[src/rtl/uart_rx_oversampler.sv]
// 16x oversampling UART receiver with 3-sample majority vote, framing-error and line-break handling.
// Define UART_RX_PARITY_EN to add an even-parity bit between the data bits and the stop bit.
module uart_rx_oversampler #(
    parameter int DATA_BITS   = 8,
    parameter int SYNC_STAGES = 2
) (
    input  logic                 clk,
    input  logic                 rst,
    input  logic                 baud_pulse,
    input  logic                 rx,
    output logic                 uart_rx_done,
    output logic [DATA_BITS-1:0] rx_data,
    output logic                 frame_err,
    output logic                 rx_busy
);

    typedef enum logic [2:0] {
        IDLE,
        START,
        DATA,
`ifdef UART_RX_PARITY_EN
        PARITY,
`endif
        STOP,
        BREAK
    } state_t;

    localparam logic [2:0] LAST_BIT = 3'(DATA_BITS - 1);

    state_t                 state, state_n;
    logic [SYNC_STAGES-1:0] sync_q;
    logic                   rx_s;
    logic [3:0]             tick_cnt;
    logic [2:0]             bit_cnt;
    logic [DATA_BITS-1:0]   shift_q;
    logic [1:0]             samp_q;
    logic                   bit_val_q;
    logic                   vote;

    logic tick_clr, bit_clr, shift_en, load_data, done_set, err_set;
`ifdef UART_RX_PARITY_EN
    logic par_cap, par_bad_q;
`endif

    always_ff @(posedge clk) begin
        if (rst) sync_q <= '1;
        else     sync_q <= {sync_q[SYNC_STAGES-2:0], rx};
    end

    assign rx_s = sync_q[SYNC_STAGES-1];

    // Third sample is taken live at tick 9 so START/STOP can decide without waiting a tick.
    assign vote = (samp_q[0] & samp_q[1]) | (samp_q[0] & rx_s) | (samp_q[1] & rx_s);

    always_ff @(posedge clk) begin
        if (rst) state <= IDLE;
        else     state <= state_n;
    end

    always_comb begin
        state_n   = state;
        tick_clr  = 1'b0;
        bit_clr   = 1'b0;
        shift_en  = 1'b0;
        load_data = 1'b0;
        done_set  = 1'b0;
        err_set   = 1'b0;
`ifdef UART_RX_PARITY_EN
        par_cap   = 1'b0;
`endif
        if (baud_pulse) begin
            case (state)
                IDLE: begin
                    tick_clr = 1'b1;
                    if (!rx_s) state_n = START;
                end
                START: begin
                    if (tick_cnt == 4'd9 && vote) begin
                        state_n = IDLE;
                    end else if (tick_cnt == 4'd15) begin
                        state_n = DATA;
                        bit_clr = 1'b1;
                    end
                end
                DATA: begin
                    if (tick_cnt == 4'd15) begin
                        shift_en = 1'b1;
                        if (bit_cnt == LAST_BIT) begin
`ifdef UART_RX_PARITY_EN
                            state_n = PARITY;
`else
                            state_n = STOP;
`endif
                        end
                    end
                end
`ifdef UART_RX_PARITY_EN
                PARITY: begin
                    if (tick_cnt == 4'd15) begin
                        par_cap = 1'b1;
                        state_n = STOP;
                    end
                end
`endif
                STOP: begin
                    // Decide at mid-bit so a following start bit is never missed.
                    if (tick_cnt == 4'd9) begin
                        if (vote) begin
                            state_n = IDLE;
`ifdef UART_RX_PARITY_EN
                            if (par_bad_q) begin
                                err_set = 1'b1;
                            end else begin
                                done_set  = 1'b1;
                                load_data = 1'b1;
                            end
`else
                            done_set  = 1'b1;
                            load_data = 1'b1;
`endif
                        end else begin
                            err_set = 1'b1;
                            state_n = BREAK;
                        end
                    end
                end
                BREAK: begin
                    if (rx_s) state_n = IDLE;
                end
                default: state_n = IDLE;
            endcase
        end
    end

    always_ff @(posedge clk) begin
        if (rst) begin
            tick_cnt  <= '0;
            bit_cnt   <= '0;
            shift_q   <= '0;
            samp_q    <= '0;
            bit_val_q <= 1'b0;
        end else if (baud_pulse) begin
            tick_cnt <= tick_clr ? 4'd0 : tick_cnt + 4'd1;
            if (bit_clr)       bit_cnt <= '0;
            else if (shift_en) bit_cnt <= bit_cnt + 3'd1;
            if (tick_cnt == 4'd7) samp_q[0] <= rx_s;
            if (tick_cnt == 4'd8) samp_q[1] <= rx_s;
            if (tick_cnt == 4'd9) bit_val_q <= vote;
            if (shift_en) shift_q <= {bit_val_q, shift_q[DATA_BITS-1:1]};
        end
    end

`ifdef UART_RX_PARITY_EN
    always_ff @(posedge clk) begin
        if (rst)          par_bad_q <= 1'b0;
        else if (par_cap) par_bad_q <= (^shift_q) ^ bit_val_q;
    end
`endif

    // Strobes are only raised on baud ticks, so registering them gives one-clk pulses.
    always_ff @(posedge clk) begin
        if (rst) begin
            uart_rx_done <= 1'b0;
            frame_err    <= 1'b0;
            rx_data      <= '0;
        end else begin
            uart_rx_done <= done_set;
            frame_err    <= err_set;
            if (load_data) rx_data <= shift_q;
        end
    end

    assign rx_busy = (state != IDLE);

endmodule

[config.mk]
export PLATFORM = sky130hd
export DESIGN_NAME = uart_rx_oversampler
export DESIGN_NICKNAME = d
export VERILOG_FILES = /design/src/rtl/uart_rx_oversampler.sv
export SDC_FILE = /design/constraint.sdc
export NUM_CORES = 1
export LEC_CHECK = 0
export BUFFER_PORTS_ARGS = -buffer_cell sky130_fd_sc_hd__buf_2
export CAP_MARGIN = 40
export CORE_ASPECT_RATIO = 1.1
export CORE_MARGIN = 4
export CORE_UTILIZATION = 57
export DETAILED_ROUTE_END_ITERATION = 10
export GPL_TIMING_DRIVEN = 0
export PLACE_DENSITY = 0.77
export SKIP_LAST_GASP = 1
export SLEW_MARGIN = 10
export SYNTH_ARGS = -nofsm -noshare
export SYNTH_HDL_FRONTEND = slang
export SYNTH_SLANG_ARGS = --single-unit
[constraint.sdc]
create_clock -name clk -period 1.8 [get_ports clk]
set_input_delay 0.54 -clock clk [delete_from_list [all_inputs] [get_ports clk]]
set_output_delay 0.54 -clock clk [all_outputs]
set_load 0.01 [all_outputs]
==> flow_metrics.py, run 1 <==
metrics = {
    "sta": {
        "setup_slack_ns": 0.0426,
        "hold_viol_final": 0,
        "tightest_slew_ns": 0.333,
        "fin_crit_ns": 1.76,
        "slew_headroom": 0.778,
        "drv_slew": 0,
        "rsz0062_at_grt": "false",
        "fmax_mhz": 569,
        "skew_ns": 0.0101,
        "setup_violations": 0,
        "fin_setup_tns_ns": 0,
        "fin_crit_sh": 0.976,
    },
    "yosys": {
        "synth.net_count": 153,
        "synth_area_leaders": "dfxtp_1, mux2i_1, nor2_1",
        "syn_inst": 144,
        "syn_avg_cell_area_sq_um": 10.5,
        "synth_cell_types": 39,
        "synth-main-ff-cell": "dfxtp_1",
        "async_flop_share": 0,
        "yosysWarnings": 0,
        "synth_seq_cells": 33,
        "yosys.area.top_type": "dfxtp_1",
        "yosysTopAreaCellShare": 0.437,
        "synthesis.area_sq_um": 1510,
        "synth_edf_count": 0,
        "yosysSeqAreaShare": 0.437,
    },
    "hold_path": {
        "min_path_type": "input port to register",
        "hold_start": "rx",
        "hold_depth": 2,
        "worstHoldEndpoint": "sync_q[0]",
    },
    "global_routing": {
        "antenna_found_initial": 0,
        "grt_max_degree": 11,
        "grt_overflow": 0,
        "grt_pass1_wl_um": 4400,
        "first_global_vias": 1018,
        "grt.total_usage": 0.165,
    },
    "setup_path": {
        "cp_cell_sequence": "or3_4, buf_2",
        "r2r-start": "tick_cnt[0]",
        "critPathMaxStageDelay_ns": 0.37,
        "worstPathMaxFanout": 5,
        "required_ns": 1.26,
        "r2r_end": "bit_cnt[2]",
        "crit_arrival_ns": 1.22,
        "reg2regPathDepth": 6,
        "start_kind": "register",
        "r2r_slack_ns": 0.21,
        "critPathCaptureType": "output port",
        "critPathKind": "register to output port",
        "critPathSlowestCell": "dfxtp_4",
    },
    "power": {
        "p_sw_uw": 270,
        "leakagePower_nw": 0.892,
        "p_seq_frac": 0.543,
        "ir_drop_mv": 0.667,
        "power_density_nw_per_um2": 789,
        "p_clk_frac": 0.417,
        "intPower_mw": 1.09,
        "power_frac_comb": 0.040,
        "swShare": 0.199,
    },
    "floorplan": {
        "ios": 15,
        "core-area_sq_um": 2520,
        "dieArea_sq_um": 3540,
        "std_cell_rows": 19,
        "initial_core_util": 0.600,
        "fp.dieW_um": 57.1,
        "die_y_um": 62.0,
    },
    "clock_network": {
        "root_buffer": "clkbuf_4",
        "path_clk_slew_ns": 0.10,
        "cts.sinks": 33,
        "cts_max_path_buffers": 2,
        "cts_buffers": 5,
        "cts.htree.levels": 2,
        "clk_latency_ns": 0.33,
        "cts_tree": "yes",
    },
    "route": {
        "dr_total_vias": 1046,
        "wl_met2_um": 1210,
        "drt_iter0_markers": 26,
        "via_per_inst": 5.28,
        "met1Wirelength_um": 1110,
        "wl_per_cell_um": 12.6,
        "ant_nets": 0,
        "wl_met3_um": 111,
        "top_layer_used": "met4",
        "drc": 0,
        "first_pass_iters": 4,
        "drt_wl_total_um": 2490,
    },
    "placement": {
        "preCtsSetupSlack_ns": 0.119,
        "port_buffers": 14,
        "dp_hpwl_um": 1830,
        "gp_congestion": 0.795,
    },
    "finish": {
        "nets": 175,
        "mostFrequentLayoutCell": "dfxtp_1",
        "diodes": 0,
        "final_layout_size_suffix_gt1_frac": 0.251,
        "syn2layout_area_growth_pct": 14.1,
        "mostFrequentLayoutCells": "dfxtp_1, nor2_1, mux2i_1",
    },
    "outcome": {
        "status": "finished, final reports clean",
    },
    "flow_run": {
        "maxCapViolations": 0,
    },
}
[cell families after synthesis]
family | after synthesis | share of synthesized area
compound gates | 14 | 0.0745
flops | 33 | 0.437
simple gates | 49 | 0.180
mux | 23 | 0.152
fa+ha+maj | 6 | 0.0488
xor+xnor | 5 | 0.0290
buf+inv | 14 | 0.0786
[worst max-delay path: cells and delay by family, from the launching register on]
family	cells	cell delay (ns)
buffers and inverters	1	0.15
DFF	1	0.37
and+or+nand+nor	1	0.37
[how the worst max path moves through the flow]
| stage | startpoint | end | cells after the start |
|---|---|---|---|
| global route | state[1] | rx_busy | 2 |
| finish | state[1] | rx_busy | 2 |
| CTS | state[1] | rx_busy | 2 |
| global placement | baud_pulse | rx_data[6] | 7 |
| detailed placement | baud_pulse | rx_data[4] | 7 |
| floorplan | baud_pulse | rx_data[4] | 6 |
[through the flow]
stage / instances / area (sq um) / util / hold slack (ns) / power, mW
finish: 198 / 1720 / 0.684 / 0.379 / 1.36
detailed placement: 189 / 1620 / 0.643 / 0.398 / 0.812
global placement: 189 / 1620 / 0.643 / 0.396 / 0.810
floorplan: 144 / 1510 / - / 0.389 / 0.797
global route: 198 / 1720 / 0.684 / 0.377 / 1.41
CTS: 197 / 1710 / 0.677 / 0.372 / 1.38
[cells in the mapped netlist, types with 2 or more instances]
cell      number
inv_1          6
buf_6          4
xor2_1         2
o31ai_1        2
a21oi_1        2
nand4_1        4
dfxtp_1       33
nor2_1        26
nand2_1        3
mux2i_1       23
or2_2          2
nand4b_1       2
xnor2_1        3
nor3_2         2
clkbuf_8       2
ha_1           5
[final cells by class]
| cell class | instances | area [sq um] |
|---|---|---|
| multi-input cells | 97 | 737 |
| repair buffers | 15 | 77.6 |
| clock buffers | 7 | 55.1 |
| fillers | 218 | 796 |
| inverters | 6 | 22.5 |
| plain buffers | 8 | 96.3 |
| flip-flops and latches | 33 | 667 |
| clock inverters | 1 | 30.0 |
| well taps | 31 | 38.8 |
[routing by layer]
layer,track usage,up-vias
li1,-,543
met1,0.190,475
met2,0.281,21
met3,0.0434,7
met4,0.0993,0
met5,0,-
[power by group through the flow]
stage	Combinational (mW)	Clock, mW	Sequential, mW
6_report	0.0550	0.567	0.739
5_1_grt	0.0613	0.612	0.740
4_1_cts	0.0549	0.580	0.740
3_5_place_dp	0.0547	0	0.757
3_3_place_gp	0.0530	0	0.757
2_1_floorplan	0.0413	0	0.756
[registers in the layout (all words and copies together) (netlist names)]
register / cells
bit_val_q: 1
bit_cnt: 3
rx_data: 8
shift_q: 8
samp_q: 2
sync_q: 2
tick_cnt: 4
frame_err: 1
state: 3
uart_rx_done: 1
[what timing repair did]
| item | CTS | global route |
|---|---|---|
| hold buffers | 0 | 0 |
| resized for setup | 0 | 5 |
| setup endpoints to repair | 0 | 1 |
| buffers inserted | 0 | 1 |
Power figures use the tool's default switching activity.
==> inputs of run 2 (changes only) <==
- CTS_BUF_LIST: not set -> sky130_fd_sc_hd__clkbuf_4 sky130_fd_sc_hd__clkbuf_8 sky130_fd_sc_hd__clkbuf_16
==> run 2 against run 1 <==
Global-route usage is essentially flat. Total power grew 1.1%. Register-to-register slack is essentially flat. Worst setup slack is essentially flat. Sequential cell count is the same. Cell count is the same. Critical path depth is the same.
==> flow_metrics.py, run 2 (synthesis results as in run 1) <==
metrics = {
    "outcome": {
        "status": "finished, final reports clean",
    },
    "hold_path": {
        "min_path_type": "input port to register",
    },
    "floorplan": {
        "die_y_um": 62.0,
        "dieArea_sq_um": 3540,
        "ios": 15,
        "initial_core_util": 0.600,
        "std_cell_rows": 19,
        "fp.dieW_um": 57.1,
        "core-area_sq_um": 2520,
    },
    "clock_network": {
        "path_clk_slew_ns": 0.10,
        "postCtsHoldBufs": 0,
        "root_buffer": "clkbuf_4",
        "cts.htree.levels": 2,
        "cts_buffers": 5,
        "clk_latency_ns": 0.33,
        "cts_tree": "yes",
        "cts.sinks": 33,
        "cts_max_path_buffers": 2,
    },
    "placement": {
        "port_buffers": 14,
        "place_inst": 189,
        "dp_hpwl_um": 1830,
        "gp_congestion": 0.795,
    },
    "setup_path": {
        "critPathMaxStageDelay_ns": 0.37,
        "crit_arrival_ns": 1.22,
        "required_ns": 1.26,
        "start_kind": "register",
        "path_buf_inv": 1,
        "worstPathMaxFanout": 5,
        "path_delay_family": "flip-flops",
        "critPathCaptureType": "output port",
        "critPathKind": "register to output port",
        "critPathSlowestCell": "dfxtp_4",
        "cp_cell_sequence": "or3_4, buf_2",
    },
    "sta": {
        "fin_crit_ns": 1.76,
        "drv_slew": 0,
        "fmax_mhz": 569,
        "fin_crit_sh": 0.976,
        "rsz0062_at_grt": "false",
        "slew_headroom": 0.778,
        "hold_slack_ns": 0.379,
        "tightest_slew_ns": 0.333,
        "fin_setup_tns_ns": 0,
        "setup_violations": 0,
        "hold_viol_final": 0,
        "skew_ns": 0.0101,
    },
    "route": {
        "drt_wl_total_um": 2490,
        "drc": 0,
        "ant_nets": 0,
        "first_pass_iters": 4,
        "via_per_inst": 5.28,
        "drt_iter0_markers": 26,
        "dr_total_vias": 1046,
        "wl_per_cell_um": 12.6,
    },
    "global_routing": {
        "antenna_found_initial": 0,
        "grt_pass1_wl_um": 4380,
        "grt_max_degree": 11,
        "grt.total_usage": 0.165,
        "first_global_vias": 1019,
        "grt_overflow": 0,
    },
    "finish": {
        "reg_top3": "rx_data (8), shift_q (8), tick_cnt (4)",
        "mostFrequentLayoutCells": "dfxtp_1, nor2_1, mux2i_1",
        "diodes": 0,
        "final_layout_size_suffix_gt1_frac": 0.257,
        "syn2layout_area_growth_pct": 14.3,
        "final_cells": 198,
        "fin_util": 0.686,
        "mostFrequentLayoutCell": "dfxtp_1",
        "nets": 175,
    },
    "power": {
        "ir_drop_mv": 0.660,
        "leakagePower_nw": 0.895,
        "power_density_nw_per_um2": 796,
    },
    "flow_run": {
        "maxCapViolations": 0,
    },
}
run 2: changes by cell type in the layout (fill, tap and decap cells not counted):
cell,delta
clkbuf_4,+1
clkbuf_1,-1
run 2: worst paths after layout:
check	slack (ns)	to	start	cells after the start
max reg2reg	0.21	bit_cnt[2]	tick_cnt[0]	6
min reg2reg	0.42	sync_q[1]	sync_q[0]	1
max	0.04	rx_busy	state[1]	2
min	0.38	sync_q[0]	rx	2
run 2: worst reg2reg max path: stages (launching register included):
cell and delay (ns):
dfxtp_1 0.43, ha_1 0.28, and4_1 0.29, nand3b_4 0.10, buf_8 0.16, mux2i_1 0.18
nor3_2 0.05
run 2: metal layers:
metal / track usage / vias up / share of wire
li1: - / 543 / -
met1: 0.189 / 475 / 0.44
met2: 0.281 / 21 / 0.49
met3: 0.0434 / 7 / 0.045
met4: 0.0993 / 0 / 0.024
met5: 0 / - / 0
run 2: through the flow:
step / instance area, sq um / total power, mW / setup WS, ns
floorplan: 1510 / 0.797 / 0.338
CTS: 1710 / 1.39 / 0.00199
global placement: 1620 / 0.810 / 0.141
finish: 1730 / 1.37 / 0.0426
detailed placement: 1620 / 0.812 / 0.119
global route: 1730 / 1.43 / 0.00633
run 2: what timing repair did:
item | in CTS | in global routing
gates resized for setup | 0 | 5
endpoints found under the setup margin | 0 | 1
buffers inserted | 0 | 1
run 2: area by class of cell:
class                      count  area [sq um]
buffer                         8          96.3
sequential                    33           667
inverter                       6          22.5
tap                           31          38.8
clock buffer                   7          58.8
timing repair buffer          15          77.6
clock inverter                 1          30.0
fill                         217           792
multi-input combinational     97           737
run 2: where the power goes:
part	internal, mW	switching, mW	leakage, nW
registers	0.733	0.00569	0.268
logic	0.0257	0.0292	0.578
clock network	0.347	0.235	0.0489
total	1.11	0.269	0.895
==> inputs of run 3 (changes only) <==
- GPL_TIMING_DRIVEN: 0 -> not set
==> run 3 against run 2 <==
First-iteration DRC count down 15%. Via count grew 1.4%. Total power shrank 13%. Sequential power barely moved. Register-to-register slack lost 0.05 ns. Die area stayed put. Worst setup slack got worse by 0.010 ns. Sequential share of layout area grew 2.5 points. Clock power shrank 30%. Maximum frequency decreased by 0.58%. Combinational power fell by 9.5%. Sequential cell count is the same. Largest cell class unchanged. Largest power group unchanged. Highest routed layer unchanged.
==> flow_metrics.py, run 3 (synthesis results as in run 1) <==
metrics = {
    "outcome": {
        "status": "finished, final reports clean",
    },
    "route": {
        "first_pass_iters": 4,
        "drc": 0,
        "drt_iter0_markers": 22,
        "ant_nets": 0,
        "dr_total_vias": 1061,
        "wl_per_cell_um": 13.9,
        "drt_wl_total_um": 2700,
        "via_per_inst": 5.47,
    },
    "floorplan": {
        "initial_core_util": 0.600,
        "ios": 15,
        "die_y_um": 62.0,
        "core-area_sq_um": 2520,
        "std_cell_rows": 19,
        "fp.dieW_um": 57.1,
        "dieArea_sq_um": 3540,
    },
    "clock_network": {
        "cts.sinks": 33,
        "root_buffer": "clkbuf_4",
        "cts_tree": "yes",
        "cts_buffers": 5,
        "cts_max_path_buffers": 2,
        "clk_latency_ns": 0.34,
        "cts.htree.levels": 2,
        "postCtsHoldBufs": 0,
        "path_clk_slew_ns": 0.10,
    },
    "setup_path": {
        "r2r-start": "tick_cnt[0]",
        "crit_end": "rx_busy",
        "path_delay_family": "simple AND/OR/NAND/NOR gates",
        "cp_num_cells": 2,
        "reg2regPathDepth": 5,
        "cp-startpoint": "state[0]",
        "r2r_end": "bit_cnt[0]",
        "cp_cell_sequence": "or3_4, buf_2",
        "critPathCaptureType": "output port",
        "critPathKind": "register to output port",
        "start_kind": "register",
        "path_buf_inv": 1,
        "critPathMaxStageDelay_ns": 0.38,
        "r2r_slack_ns": 0.16,
        "crit_arrival_ns": 1.23,
        "worstPathMaxFanout": 2,
        "critPathSlowestCell": "or3_4",
        "required_ns": 1.26,
    },
    "power": {
        "p_seq_frac": 0.619,
        "power_density_nw_per_um2": 731,
        "swShare": 0.232,
        "p_sw_uw": 276,
        "intPower_uw": 915,
        "ir_drop_mv": 0.512,
        "p_clk_frac": 0.339,
        "power_frac_comb": 0.042,
        "leakagePower_nw": 0.849,
    },
    "sta": {
        "setup_violations": 0,
        "skew_ns": 0.00674,
        "slew_headroom": 0.773,
        "fin_setup_tns_ns": 0,
        "fin_crit_ns": 1.77,
        "tightest_slew_ns": 0.340,
        "setup_slack_ns": 0.0324,
        "fmax_mhz": 566,
        "drv_slew": 0,
        "rsz0062_at_grt": "false",
        "hold_viol_final": 0,
        "fin_crit_sh": 0.982,
    },
    "global_routing": {
        "grt_pass1_wl_um": 4490,
        "grt_overflow": 0,
        "first_global_vias": 1045,
        "antenna_found_initial": 0,
        "grt_max_degree": 17,
        "grt.total_usage": 0.170,
    },
    "placement": {
        "port_buffers": 14,
        "preCtsSetupSlack_ns": 0.126,
        "dp_hpwl_um": 1910,
        "place_inst": 184,
        "gp_congestion": 0.778,
    },
    "finish": {
        "nets": 171,
        "mostFrequentLayoutCell": "dfxtp_1",
        "final_cells": 194,
        "final_layout_size_suffix_gt1_frac": 0.245,
        "syn2layout_area_growth_pct": 7.86,
        "diodes": 0,
        "reg_top3": "rx_data (8), shift_q (8), tick_cnt (4)",
        "mostFrequentLayoutCells": "dfxtp_1, nor2_1, mux2i_1",
        "fillers": 225,
        "fin_util": 0.647,
    },
    "hold_path": {
        "min_path_type": "input port to register",
    },
    "flow_run": {
        "maxCapViolations": 0,
    },
}
run 3: cell types whose count changed in the layout (fill, tap and decap cells not counted):
cell,before,now
buf_4,1,5
buf_6,4,0
clkbuf_8,3,0
clkinv_2,0,2
buf_8,1,0
bufinv_16,1,0
dfxtp_2,2,1
dfxtp_4,1,2
dlygate4sd1_1,1,0
run 3: area by class of cell:
type                    count  area, sq um  share of cell area
multi-input cells          97          737               0.452
flip-flops and latches     33          669               0.411
repair buffers             19          108              0.0660
clock buffers               6         45.0              0.0276
well taps                  31         38.8              0.0238
inverters                   6         22.5              0.0138
clock inverters             2         10.0             0.00614
run 3: per-layer routing:
| layer | up-vias | routed length [um] | track usage |
|---|---|---|---|
| li1 | 535 | - | - |
| met1 | 491 | 1100 | 0.173 |
| met2 | 29 | 1400 | 0.320 |
| met3 | 6 | 143 | 0.0558 |
| met4 | 0 | 51 | 0.0795 |
| met5 | - | 0 | 0 |
run 3: how the worst min path moves through the flow:
stage / from / endpoint / cells past startpoint
finish: rx / sync_q[0] / 2
global placement: sync_q[0] / sync_q[1] / 1
detailed placement: sync_q[0] / sync_q[1] / 1
floorplan: sync_q[0] / sync_q[1] / 1
CTS: rx / sync_q[0] / 2
global route: rx / sync_q[0] / 2
run 3: per-stage QoR:
step | hold slack (ns) | cell area (sq um) | power [mW]
6_report | 0.374 | 1630 | 1.19
2_1_floorplan | 0.389 | 1510 | 0.797
3_3_place_gp | 0.392 | 1550 | 0.801
4_1_cts | 0.366 | 1610 | 1.20
3_5_place_dp | 0.399 | 1550 | 0.804
5_1_grt | 0.373 | 1630 | 1.24
run 3: power groups by stage:
| stage | logic [mW] | clock network [mW] | registers (mW) |
|---|---|---|---|
| 2_1_floorplan | 0.0413 | 0 | 0.756 |
| 3_3_place_gp | 0.0439 | 0 | 0.757 |
| 3_5_place_dp | 0.0466 | 0 | 0.758 |
| 4_1_cts | 0.0491 | 0.416 | 0.739 |
| 5_1_grt | 0.0553 | 0.444 | 0.739 |
| 6_report | 0.0498 | 0.404 | 0.738 |
run 3: timing repair:
item	CTS	global route
resized for setup	3	3
endpoints found under the setup margin	1	1
buffers inserted	1	1
